==> src/rtl/rv_pkg.sv <==
// Shared RV32I definitions for the instruction encoder: major opcodes,
// command classes, encoder FSM states and the canonical NOP word.
package rv_pkg;

    localparam logic [6:0] OP_LOAD   = 7'b0000011;
    localparam logic [6:0] OP_STORE  = 7'b0100011;
    localparam logic [6:0] OP_OP     = 7'b0110011;
    localparam logic [6:0] OP_BRANCH = 7'b1100011;
    localparam logic [6:0] OP_IMM    = 7'b0010011;
    localparam logic [6:0] OP_JAL    = 7'b1101111;
    localparam logic [6:0] OP_JALR   = 7'b1100111;
    localparam logic [6:0] OP_LUI    = 7'b0110111;
    localparam logic [6:0] OP_AUIPC  = 7'b0010111;

    // funct7 used by sub / sra / srai
    localparam logic [6:0] F7_ALT = 7'b0100000;

    // addi x0, x0, 0
    localparam logic [31:0] NOP_INSN = 32'h0000_0013;

    typedef enum logic [3:0] {
        CLS_LOAD   = 4'd0,
        CLS_STORE  = 4'd1,
        CLS_RTYPE  = 4'd2,
        CLS_BRANCH = 4'd3,
        CLS_ITYPE  = 4'd4,
        CLS_JAL    = 4'd5,
        CLS_JALR   = 4'd6,
        CLS_LUI    = 4'd7,
        CLS_AUIPC  = 4'd8
    } cmd_class_e;

    typedef enum logic [1:0] {
        ST_IDLE = 2'd0,
        ST_RUN  = 2'd1,
        ST_DONE = 2'd2
    } enc_state_e;

endpackage

==> src/rtl/instr_field_pack.sv <==
// Combinational RV32I field packer: turns a command class plus register,
// funct and immediate fields into a 32-bit instruction word. Flags classes
// outside the decoded opcode set. When ENC_CHECK_EN is defined it also
// reports fields that would not survive encoding (out-of-range or odd
// immediates, funct3 values with no meaning for the class).
module instr_field_pack
    import rv_pkg::*;
(
    input  logic [3:0]  cls,
    input  logic [2:0]  funct3,
    input  logic        alt,
    input  logic [4:0]  rd,
    input  logic [4:0]  rs1,
    input  logic [4:0]  rs2,
    input  logic [31:0] imm,
    output logic [31:0] word,
    output logic        illegal,
    output logic        chk_fail
);

    logic       is_shift;
    logic [6:0] f7;

    assign is_shift = (funct3 == 3'b001) || (funct3 == 3'b101);
    assign f7       = alt ? F7_ALT : 7'b0000000;

    // Pack the fields in the instruction format selected by the class
    always_comb begin
        word    = NOP_INSN;
        illegal = 1'b0;
        case (cls)
            CLS_LOAD:   word = {imm[11:0], rs1, funct3, rd, OP_LOAD};
            CLS_STORE:  word = {imm[11:5], rs2, rs1, funct3, imm[4:0], OP_STORE};
            CLS_RTYPE:  word = {f7, rs2, rs1, funct3, rd, OP_OP};
            CLS_BRANCH: word = {imm[12], imm[10:5], rs2, rs1, funct3,
                                imm[4:1], imm[11], OP_BRANCH};
            CLS_ITYPE: begin
                if (is_shift)
                    word = {f7, imm[4:0], rs1, funct3, rd, OP_IMM};
                else
                    word = {imm[11:0], rs1, funct3, rd, OP_IMM};
            end
            CLS_JAL:    word = {imm[20], imm[10:1], imm[11], imm[19:12], rd, OP_JAL};
            CLS_JALR:   word = {imm[11:0], rs1, funct3, rd, OP_JALR};
            CLS_LUI:    word = {imm[31:12], rd, OP_LUI};
            CLS_AUIPC:  word = {imm[31:12], rd, OP_AUIPC};
            default:    illegal = 1'b1;
        endcase
    end

`ifdef ENC_CHECK_EN
    logic fit12;
    logic fit13;
    logic fit21;

    // A value fits N signed bits when everything above bit N-2 is a copy of the sign
    assign fit12 = (&imm[31:11]) | ~(|imm[31:11]);
    assign fit13 = (&imm[31:12]) | ~(|imm[31:12]);
    assign fit21 = (&imm[31:20]) | ~(|imm[31:20]);

    // Reject fields the chosen format would silently truncate or misinterpret
    always_comb begin
        chk_fail = 1'b0;
        case (cls)
            CLS_LOAD:   chk_fail = ~fit12 | (funct3 == 3'b011) | (funct3[2:1] == 2'b11);
            CLS_STORE:  chk_fail = ~fit12 | funct3[2] | (funct3[1:0] == 2'b11);
            CLS_BRANCH: chk_fail = ~fit13 | imm[0] | (funct3[2:1] == 2'b01);
            CLS_ITYPE:  chk_fail = ~fit12 | (is_shift & (|imm[11:5]));
            CLS_JAL:    chk_fail = ~fit21 | imm[0];
            CLS_JALR:   chk_fail = ~fit12 | (funct3 != 3'b000);
            CLS_LUI,
            CLS_AUIPC:  chk_fail = |imm[11:0];
            default:    chk_fail = 1'b0;
        endcase
    end
`else
    assign chk_fail = 1'b0;
`endif

endmodule

==> src/rtl/instr_encoder.sv <==
// Sequential RV32I instruction encoder / program loader. Accepts field-level
// commands over valid/ready, packs them through instr_field_pack and writes
// the resulting words to consecutive instruction-memory addresses through a
// single output register.
// Optional build macro: ENC_CHECK_EN enables per-command field checking.
module instr_encoder
    import rv_pkg::*;
#(
    parameter int          ADDR_W    = 11,
    parameter int unsigned BASE_ADDR = 0
) (
    input  logic              clk_i,
    input  logic              rst_ni,
    input  logic              start_i,
    input  logic              cmd_valid_i,
    output logic              cmd_ready_o,
    input  logic [3:0]        cmd_class_i,
    input  logic [2:0]        cmd_funct3_i,
    input  logic              cmd_alt_i,
    input  logic [4:0]        cmd_rd_i,
    input  logic [4:0]        cmd_rs1_i,
    input  logic [4:0]        cmd_rs2_i,
    input  logic [31:0]       cmd_imm_i,
    input  logic              cmd_last_i,
    output logic              imem_wren_o,
    output logic [ADDR_W-1:0] imem_addr_o,
    output logic [31:0]       imem_wdata_o,
    input  logic              imem_ready_i,
    output logic [ADDR_W:0]   word_cnt_o,
    output logic              done_o,
    output logic              err_o
);

    localparam logic [ADDR_W-1:0] BASE_W   = ADDR_W'(BASE_ADDR);
    localparam logic [ADDR_W-1:0] ADDR_ONE = ADDR_W'(1);
    localparam logic [ADDR_W:0]   CNT_ONE  = (ADDR_W + 1)'(1);

    enc_state_e        state_q;
    enc_state_e        state_d;

    logic              vld_p1;
    logic              last_p1;
    logic [31:0]       wdata_p1;
    logic [ADDR_W-1:0] addr_q;
    logic [ADDR_W:0]   cnt_q;
    logic              done_q;
    logic              err_q;

    logic [31:0]       pack_word;
    logic              pack_illegal;
    logic              pack_fail;

    logic              at_top;
    logic              ovf_hold;
    logic              wr_hs;
    logic              accept;
    logic              reject;
    logic              take;

    instr_field_pack u_pack (
        .cls      (cmd_class_i),
        .funct3   (cmd_funct3_i),
        .alt      (cmd_alt_i),
        .rd       (cmd_rd_i),
        .rs1      (cmd_rs1_i),
        .rs2      (cmd_rs2_i),
        .imm      (cmd_imm_i),
        .word     (pack_word),
        .illegal  (pack_illegal),
        .chk_fail (pack_fail)
    );

    // A non-last word sitting at the top address will overflow when written,
    // so nothing further may be accepted behind it.
    assign at_top   = (addr_q == {ADDR_W{1'b1}});
    assign ovf_hold = vld_p1 & at_top & ~last_p1;
    // A restart discards the pending word rather than completing it
    assign wr_hs    = vld_p1 & imem_ready_i & ~start_i;
    assign accept   = cmd_valid_i & cmd_ready_o;
    assign reject   = accept & (pack_illegal | pack_fail);
    assign take     = accept & ~reject;

    // FSM state register
    always_ff @(posedge clk_i or negedge rst_ni) begin
        if (!rst_ni) state_q <= ST_IDLE;
        else         state_q <= state_d;
    end

    // FSM next state: finish on the last word's write, a dropped last
    // command, or an address overflow; start always (re)enters RUN
    always_comb begin
        state_d = state_q;
        case (state_q)
            ST_IDLE: if (start_i) state_d = ST_RUN;
            ST_RUN: begin
                if (!start_i) begin
                    if (wr_hs && (last_p1 || at_top)) state_d = ST_DONE;
                    else if (reject && cmd_last_i)    state_d = ST_DONE;
                end
            end
            ST_DONE: if (start_i) state_d = ST_RUN;
            default: state_d = ST_IDLE;
        endcase
    end

    // FSM outputs: take a command only while running, not restarting, with
    // room in the output register and no overflow pending
    always_comb begin
        cmd_ready_o = (state_q == ST_RUN) & ~start_i & (~vld_p1 | imem_ready_i) & ~ovf_hold;
    end

    // Output register, write address, word counter and status flags
    always_ff @(posedge clk_i or negedge rst_ni) begin
        if (!rst_ni) begin
            vld_p1   <= 1'b0;
            last_p1  <= 1'b0;
            wdata_p1 <= '0;
            addr_q   <= BASE_W;
            cnt_q    <= '0;
            done_q   <= 1'b0;
            err_q    <= 1'b0;
        end else if (start_i) begin
            vld_p1  <= 1'b0;
            last_p1 <= 1'b0;
            addr_q  <= BASE_W;
            cnt_q   <= '0;
            done_q  <= 1'b0;
            err_q   <= 1'b0;
        end else begin
            // stage boundary: accepted command -> registered memory write
            if (take) begin
                vld_p1   <= 1'b1;
                last_p1  <= cmd_last_i;
                wdata_p1 <= pack_word;
            end else if (wr_hs) begin
                vld_p1 <= 1'b0;
            end
            if (wr_hs) begin
                addr_q <= addr_q + ADDR_ONE;
                cnt_q  <= cnt_q + CNT_ONE;
                if (last_p1)      done_q <= 1'b1;
                else if (at_top)  err_q  <= 1'b1;
            end
            if (reject) begin
                err_q <= 1'b1;
                if (cmd_last_i) done_q <= 1'b1;
            end
        end
    end

    assign imem_wren_o  = vld_p1;
    assign imem_addr_o  = addr_q;
    assign imem_wdata_o = wdata_p1;
    assign word_cnt_o   = cnt_q;
    assign done_o       = done_q;
    assign err_o        = err_q;

endmodule

==> config.mk <==
export PLATFORM = sky130hd
export DESIGN_NAME = instr_encoder
export DESIGN_NICKNAME = d
export VERILOG_FILES = /design/src/rtl/rv_pkg.sv /design/src/rtl/instr_field_pack.sv /design/src/rtl/instr_encoder.sv
export SDC_FILE = /design/constraint.sdc
export NUM_CORES = 1
export LEC_CHECK = 0
export ABC_AREA = 1
export CAP_MARGIN = 20
export CORE_MARGIN = 2
export CORE_UTILIZATION = 45
export CTS_CLUSTER_DIAMETER = 120
export DETAILED_ROUTE_END_ITERATION = 12
export HOLD_SLACK_MARGIN = 0.15
export PLACE_DENSITY = 0.88
export SYNTH_ARGS = -nofsm -noshare
export SYNTH_HDL_FRONTEND = slang
export SYNTH_SLANG_ARGS = --single-unit
==> constraint.sdc <==
create_clock -name clk_i -period 1.9 [get_ports clk_i]
set_input_delay 0.38 -clock clk_i [delete_from_list [all_inputs] [get_ports clk_i]]
set_output_delay 0.38 -clock clk_i [all_outputs]
set_load 0.02 [all_outputs]
Word-level counts from Yosys, hierarchy flattened:

Index checks and enable logic that the tools add are counted.
Widths: inputs -> output; s select.

* bits in registers: 61
* bits in latches: 0
* RAM bits: 0
* ROM bits: 0
* memories kept: 0

* $add $sub $neg: 2
* multipliers: 0
* divide/modulo/power cells: 0
* $lt $le $gt $ge: 0
* equal/unequal tests: 17
* shifts and indexed selects: 0
* muxes and demuxes: 28
* bitwise operators: 16
* reductions and logical operators: 16

Operators with widths (count)
* $pmux 32 s9: 1
* $mux 32: 1
* $mux 12: 2
* $mux 11: 2
* $eq 4x3->1 const B: 4
* $mux 1: 16
* $add 12x1->12 const B: 1
* $add 11x1->11 const B: 1
* $eq 11x11->1 const B: 1
* $and 1x1->1: 10
* $reduce_bool 3->1: 3
* $reduce_or 9->1: 1
* $eq 4x2->1 const B: 2
* $mux 2: 4
* $mux 6: 1
* $reduce_and 3->1: 2
* $not 1->1: 5
* $eq 4x1->1 const B: 1
* $eq 4x4->1 const B: 1
* $logic_not 4->1: 1
* $pmux 2 s2: 1
* $reduce_bool 2->1: 2
* $eq 3x1->1 const B: 1
* $eq 3x3->1 const B: 1
* 12 further kinds: 14

Depth between registers and ports, before layout:

Gate-level depths: netlist of the first run.

* depth in word-level cells: 12
* depth in mapped cells: 12
* depth with buffers taken out: 11

Modules after synthesis:

A second synthesis of the first run with hierarchy kept.

* cell total of the unflattened synthesis: 546
* area total of the unflattened synthesis: 3667.3 um^2

By module, submodules not included
* instr_encoder: instances 1, cells each 329, area an instance 2720.1 um^2, seq. area each 1526.5 um^2
* instr_field_pack: instances 1, cells each 217, area an instance 947.2 um^2, seq. area each 0.0 um^2

Worst setup path after synthesis of the first run:

OpenSTA, ideal clock, no wires.

* path kind: register to register
* from: register addr_q[0], in the netlist imem_addr_o[0]
* to: register wdata_p1[22], in the netlist imem_wdata_o[22]
* library setup time: 116 ps
* arrival time: 1495 ps
* required time: 1784 ps
* slack: 289 ps
* cell stages (with the launch flop): 12
* buffers on the path: 2
* path through: dfrtp_1 -> ha_1 -> nand3_1 -> nor2_1 -> nand3_2 -> nand2_2 -> nor2_4 -> nand2_4 -> buf_6 -> buf_6 -> nand2_1 -> nand2_1

* cells in the longest elaborated chain, start to end: 10

RTL lines
* from (decl): line instr_encoder.sv:44 `logic [ADDR_W-1:0] addr_q;`
* from (signal assigned): line instr_encoder.sv:139 `addr_q <= addr_q + ADDR_ONE;`
* $eq 11x11->1 *: line instr_encoder.sv:75 `assign at_top = (addr_q == {ADDR_W{1'b1}});`
* $and 1x1->1 * (2 in a row): line instr_encoder.sv:76 `assign ovf_hold = vld_p1 & at_top & ~last_p1;`
* $not 1->1 *: line instr_encoder.sv:109 `cmd_ready_o = (state_q == ST_RUN) & ~start_i & (~vld_p1 | imem_ready_i) & ~ovf_hold;`
* $and 1x1->1 *: line instr_encoder.sv:109
* $and 1x1->1 *: line instr_encoder.sv:79 `assign accept = cmd_valid_i & cmd_ready_o;`
* $and 1x1->1: line instr_encoder.sv:80 `assign reject = accept & (pack_illegal | pack_fail);`
* $not 1->1: line instr_encoder.sv:81 `assign take = accept & ~reject;`
* $and 1x1->1 *: line instr_encoder.sv:81
* $reduce_and 2->1 (no source line) *
* to (signal assigned): line instr_encoder.sv:134 `wdata_p1 <= pack_word;`
* to (decl): line instr_encoder.sv:43 `logic [31:0] wdata_p1;`

Mark *: on every way between the ends. The rest lies on a longest branch, timed or not.
A chain may end at the register's enable or synchronous reset.

Worst setup path after layout of the first run:

* from: register addr_q[2], in the netlist imem_addr_o[2]
* to: output imem_addr_o[2]

RTL lines
* to (decl): line instr_encoder.sv:26 `output logic [ADDR_W-1:0] imem_addr_o,`

No word-level cell between the ends.

==> metrics.cfg, run 1 <==
[floorplanning]
ios=120
core_area_um2=7180
die_area_um2=8020
dieHeight_um=89.5
die_w_um=89.5
start_util_pct=45.9
num_rows=31

[logic_synthesis]
synth.ff_latch_count=60
synth_top_area_share_pct=45.6
synth-seq-area-share_pct=45.6
syn_nets=521
syn_area_um2=3290
yosysTopAreaCell=dfrtp_1
synth.top_cells.by_count=nand2_1 (175), dfrtp_1 (60), inv_1 (47), o21ai_0 (41), nor2_1 (38)
synth_area_leaders=dfrtp_1 (46%), nand2_1 (20%), o21ai_0 (6.2%)
yosysUniqueCellTypes=29
synth.most_common_cell=nand2_1
synth_warnings=0
syn_inst=458
synth_area_per_cell_um2=7.19
async_flop_share_pct=100
synthFlopType=dfrtp_1
synth_edf_count=0

[grt]
grt_max_degree=26
grt_usage_pct=24.3
grt_pass1_wl_um=15200
antenna_found_initial=0
grt_pass1_vias=3549
grt_overflow=0

[setup_path]
crit_type=flip-flop to output port
r2r-end=word_cnt_o[10]
reg2reg_from=word_cnt_o[0]
cp-start-kind=flip-flop
critPathLaunch=imem_addr_o[2]
reg2reg_slack_ns=0.28
cp-end-kind=output port
r2r_cells=8
required_ns=1.52
worstPathArrival_ns=1.46
critPathMaxFanout=5

[cells_and_area]
fill_cells=547
area_growth_pct=56.7
nets=689
antennaDiodeCount=0
drive_gt1_share_pct=14.6
final_core_util_pct=71.9

[worst_hold_path]
holdPathStages=2
holdPathEnd=imem_wdata_o[28]
min_from=imem_wdata_o[28]
hold_class=flip-flop to flip-flop

[timing]
period_needed_ns=1.84
slew_violations=0
setup_viol=0
timing.fmax_mhz=542
rsz0062_at_grt=true
period_share_pct=97.1
hold_viol_final=0
tightest_slew_ns=0.578
fin_ws_ns=0.0557
relSlewSlack_pct=61.4
fin_skew_ns=0.00682

[power]
power_leakage_nw=2.52
clkPwrFrac_pct=29.5
netSwitchingFraction_pct=32.5
power.internal_w=0.00319
cellPowerDensity_nw_per_um2=915
seqPwrFrac_pct=35.8
p_sw_w=0.00153
ir_worst_vdd_v=0.000587
combPwrFrac_pct=34.7

[route]
drc_errors=0
drtAntennaViolNets=0
drt_iter0_drc=141
firstDrtPassIters=5
routed_via_density=4.98
wirelength_um=9590
route.vias.total=3636
wire_per_inst_um=13.1

[clock_network]
cts_max_level=3
worstSkewPairLatency_ns=0.34
cts.clk_slew.worst_paths_ns=0.07
cts_buffers=9
clockRootBuffer=clkbuf_8
clock-sinks=60
cts_max_path_buffers=2
cts_tree=yes

[run_status]
outcome=complete, no violations

[placement]
pre_cts_slack_ns=-0.314
io_buffers=119
dp_hpwl_um=7390
place.gp.congestion=0.888

[flow_run]
maxCapViolations=0

-- through the flow --
stage / power (W) / hold WS (ns) / setup TNS, ns / instances / cell area (um2)
3_3_place_gp: 0.00329 / 0.390 / -2.36 / 712 / 4890
6_report: 0.00472 / 0.479 / 0 / 730 / 5160
5_1_grt: 0.00494 / 0.503 / -0.0408 / 730 / 5160
2_1_floorplan: 0.00245 / 0.0844 / 0 / 458 / 3290
3_5_place_dp: 0.00333 / 0.401 / -3.16 / 712 / 4890
4_1_cts: 0.00473 / 0.483 / 0 / 730 / 5150
-- critical path, stage by stage (launching register included) --
cell and delay, ns:
dfrtp_1 0.37, buf_4 0.14, clkdlybuf4s50_1 0.61
-- power groups by stage --
| stage | logic (W) | clock network [W] | registers, W |
|---|---|---|---|
| 3_3_place_gp | 0.00160 | 0 | 0.00170 |
| 6_report | 0.00164 | 0.00139 | 0.00169 |
| 5_1_grt | 0.00176 | 0.00146 | 0.00172 |
| 2_1_floorplan | 0.000444 | 0 | 0.00200 |
| 4_1_cts | 0.00164 | 0.00141 | 0.00169 |
| 3_5_place_dp | 0.00163 | 0 | 0.00170 |
-- placed cells by master, fill, tap and decap left out, types with 3 or more instances in the layout --
cell type / synthesis / layout
nand3_1: 27 / 26
buf_4: 2 / 49
nor3_1: 7 / 7
nand4_1: 4 / 4
o21ai_0: 41 / 41
bufinv_16: 0 / 3
clkdlybuf4s50_1: 0 / 117
a21oi_1: 16 / 16
nor2_2: 3 / 4
nor2_1: 38 / 37
clkbuf_8: 0 / 9
nand2_2: 3 / 3
dfrtp_1: 60 / 60
inv_1: 47 / 46
nand2_1: 175 / 175
nand3_2: 3 / 4
inv_2: 4 / 5
-- layer usage --
metal	up-vias	share of wire, %	wire, um	track usage [%]
met1	1685	40	3870	26.8
met2	159	52	4960	45.0
met5	-	0	0	0
met4	0	1.8	173	10.4
li1	1778	-	-	-
met3	14	6.1	586	4.71
-- flip-flops by register name, indices dropped and copies added (netlist names) --
register / count
word_cnt_o: 12
err_o: 1
state_q: 2
imem_addr_o: 11
last_p1: 1
done_o: 1
imem_wren_o: 1
imem_wdata_o: 31
-- kinds of logic (layout without fill, tap and decap cells) --
kind of cell    Yosys count  in the layout  share of synthesized area [%]
compound gates           65             65                           10.6
flops                    60             60                           45.6
buf+inv                  65            238                           9.16
fa+ha+maj                 2              2                          0.760
simple gates            266            266                           33.9
-- final cells by class --
| type | instances | area (um2) | area share [%] |
|---|---|---|---|
| timing repair buffer | 171 | 1610 | 31.1 |
| sequential | 60 | 1500 | 29.1 |
| multi-input combinational | 333 | 1500 | 29.1 |
| inverter | 51 | 191 | 3.71 |
| clock buffer | 9 | 124 | 2.40 |
| tap | 99 | 124 | 2.40 |
| clock inverter | 7 | 115 | 2.23 |
-- what timing repair did --
action / 4_1_cts / 5_1_grt
cloned: 0 / 0
pin swaps: 1 / 4
resized for setup: 5 / 5
setup buffers: 1 / 0
endpoints found under the setup margin: 1 / 1
hold endpoints to repair: 22 / 0
hold buffers: 1 / 0
-- worst max-delay path by stage --
| stage | endpoint | slack [ns] | cells past startpoint |
|---|---|---|---|
| global route | cmd_ready_o | -0.04 | 7 |
| CTS | cmd_ready_o | 0.02 | 7 |
| floorplan | imem_wdata_o[22] | 0.29 | 11 |
| detailed placement | cmd_ready_o | -0.31 | 6 |
| global placement | cmd_ready_o | -0.33 | 7 |
| finish | imem_addr_o[2] | 0.06 | 2 |
No activity file was read; power rests on OpenSTA's default activity.
==> run 2: changes to the inputs <==
Settings changed: CAP_MARGIN 20 to 0.
==> results of run 2 <==
No change in the layout: final DEF, timing and power equal those of run 1.
==> run 3: changes to the inputs <==
Settings changed: ABC_AREA 1 to not set, PLACE_DENSITY 0.88 to 0.87.
==> run 3 against run 2 <==
The flow now finishes with violations (negative setup slack). Count of clock-buffer cells in the layout up 3. First-iteration DRC count down 9.2%. Sequential share of layout area down 0.66 points. Largest cell class is now multi-input combinational cells. Highest routed layer unchanged.
==> metrics.cfg, run 3 <==
[floorplanning]
die_w_um=90.7  ; +1.3%
die_area_um2=8230  ; +2.7%
dieHeight_um=90.7  ; +1.3%
start_util_pct=46.7  ; +0.77 points
num_rows=31  ; unchanged
core_area_um2=7250  ; +1.1%
ios=120  ; unchanged

[grt]
grt_usage_pct=24.5  ; +0.21 points
antenna_found_initial=0  ; unchanged
grt_pass1_wl_um=16100  ; +6.0%
grt_overflow=0  ; unchanged
grt_pass1_vias=3291  ; -7.3%
grt_max_degree=43  ; +65%

[cells_and_area]
final_common_cell=clkdlybuf4s50_1
antennaDiodeCount=0  ; unchanged
largest_register_ffs=31  ; unchanged
fill_cells=500  ; -8.6%
drive_gt1_share_pct=26.7  ; +12 points
area_growth_pct=57.4
instances_no_fill=593  ; -19%
final_area_um2=5330  ; +3.2%
layout_common_cells=clkdlybuf4s50_1 (112), buf_4 (57), dfrtp_1 (49)
nets=552  ; -20%

[route]
wirelength_um=10100  ; +5.0%
routed_via_density=5.44  ; +9.2%
drc_errors=0  ; unchanged
wire_per_inst_um=17.0  ; +29%
drtAntennaViolNets=0  ; unchanged
firstDrtPassIters=5  ; unchanged
drt_iter0_drc=128  ; -9.2%
route.vias.total=3225  ; -11%

[logic_synthesis]
synth-seq-area-share_pct=44.4  ; -1.2 points
syn_nets=381  ; -27%
synth.ff_latch_count=60  ; unchanged
yosysUniqueCellTypes=50  ; +72%
synth_warnings=0  ; unchanged
yosysTopAreaCell=dfrtp_1
synth_area_per_cell_um2=10.6  ; +48%
synth.most_common_cell=dfrtp_1
syn_inst=318  ; -31%
syn_area_um2=3380  ; +2.8%
synth_top_area_share_pct=44.4  ; -1.2 points
synth_edf_count=0  ; unchanged
async_flop_share_pct=100  ; unchanged
synth_area_leaders=dfrtp_1 (44%), mux2_4 (12%), a22o_1 (5.7%)
synth.top_cells.by_count=dfrtp_1 (60), nor2_1 (29), mux2_4 (26), a22o_1 (22), nand2_1 (20)
synthFlopType=dfrtp_1

[timing]
fin_ws_ns=-0.188  ; -0.243 ns
rsz0062_at_grt=true
relSlewSlack_pct=67.8  ; +6.4 points
period_share_pct=110  ; +13 points
setup_viol=31  ; +31
period_needed_ns=2.09  ; +0.243 ns
timing.fmax_mhz=479  ; -12%
hold_viol_final=0  ; unchanged
fin_skew_ns=0.0140  ; +0.00723 ns
tightest_slew_ns=0.482  ; -0.0960 ns
slew_violations=0  ; unchanged

[placement]
placed_area_um2=5070  ; +3.5%
dp_cells=573  ; -20%
io_buffers=119  ; unchanged
pre_cts_slack_ns=-0.566  ; -0.252 ns
dp_hpwl_um=7600  ; +2.8%
place.gp.congestion=0.977  ; +10%

[power]
power_leakage_nw=2.41  ; -4.1%
ir_worst_vdd_v=0.000463  ; -21%
cellPowerDensity_nw_per_um2=757  ; -17%
power.total_w=0.00404  ; -15%

[setup_path]
cpMaxStageDelayCell=or4_4
crit_type=flip-flop to output port
critPathMaxFanout=2  ; -3
crit_chain=nand3b_1, or4_4, and3_4, buf_6
worstPathArrival_ns=1.71  ; +0.25 ns
cp_slowest_stage_delay_ns=0.54  ; -0.07 ns
required_ns=1.52  ; about the same
cp-start-kind=flip-flop
cp-end-kind=output port

[clock_network]
cts_max_path_buffers=2  ; unchanged
cts_tree=yes
cts_buffers=9  ; unchanged
cts.clk_slew.worst_paths_ns=0.08  ; about the same
clock-sinks=60  ; unchanged
cts_max_level=3  ; unchanged
worstSkewPairLatency_ns=0.34  ; about the same
clockRootBuffer=clkbuf_8

[run_status]
violations=negative setup slack
outcome=complete, but fails checks

[flow_run]
maxCapViolations=0  ; unchanged

[worst_hold_path]
hold_class=flip-flop to flip-flop

## run 3: changes by cell type in the layout (fill, tap and decap cells not counted), moves of 16 or more
| cell | delta |
|---|---|
| xor2_1 | +16 |
| a22o_1 | +22 |
| mux2_4 | +26 |
| o21ai_0 | -26 |
| inv_1 | -36 |
| nand3_1 | -16 |
| nand2_1 | -156 |
## run 3: cell type report
type	instances	area (um2)	share of cell area, %
clock buffers	12	155	2.91
clock inverters	4	47.5	0.892
inverters	10	37.5	0.704
multi-input cells	227	1760	33.0
flip-flops and latches	60	1520	28.4
well taps	99	124	2.32
repair buffers	181	1690	31.7
## run 3: where the power goes
group / internal, W / total, W / switching (W)
clock: 0.000673 / 0.00117 / 0.000494
sequential: 0.00145 / 0.00157 / 0.000125
combinational: 0.000736 / 0.00130 / 0.000560
## run 3: cells by family after synthesis
kind of cell / share of synthesized area [%]
and+or+nand+nor: 17.3
AOI/OAI and AO/OA: 14.5
buffers and inverters: 5.10
xor gates and xnor gates: 5.18
muxes: 12.9
DFF: 44.4
adders and majority gates: 0.739
## run 3: worst max-delay path: cells and delay by family, from the launching register on
| family | cells | cell delay [ns] |
|---|---|---|
| buffers and inverters | 1 | 0.12 |
| DFF | 1 | 0.37 |
| and+or+nand+nor | 3 | 0.89 |
## run 3: metal layers
| layer | GRT usage, % | part of all wire, % |
|---|---|---|
| met5 | 0 | 0 |
| met4 | 7.44 | 2.1 |
| met3 | 4.34 | 6.4 |
| met2 | 43.7 | 51 |
| met1 | 30.3 | 40 |
## run 3: timing repair
item / in CTS / in global routing
gates cloned: 0 / 1
pin swaps: 5 / 1
setup endpoints to repair: 31 / 34
endpoints found under the hold margin: 18 / 0
setup buffers: 2 / 0
resized for setup: 13 / 7
hold buffers: 1 / 0
## run 3: per-stage QoR
step           utilization [%]  setup TNS (ns)  hold slack (ns)
2_1_floorplan                -           -2.75           0.0844
3_5_place_dp              69.8          -15.17            0.362
4_1_cts                   73.2           -3.39            0.506
3_3_place_gp              69.8          -12.69            0.349
6_report                  73.5           -2.57            0.499
5_1_grt                   73.5           -3.92            0.525
## run 3: worst paths after layout
path                            cells past startpoint             from               end  slack (ns)
max in group asynchronous                           3           rst_ni    imem_addr_o[0]        0.76
worst max register to register                      6          last_p1  imem_wdata_o[16]       -0.11
worst max-delay path                                4          last_p1       cmd_ready_o       -0.19
worst min register to register                      1  imem_wdata_o[1]   imem_wdata_o[1]        0.50
min in group asynchronous                           2           rst_ni  imem_wdata_o[30]        0.54
worst min-delay path                                1  imem_wdata_o[1]   imem_wdata_o[1]        0.50
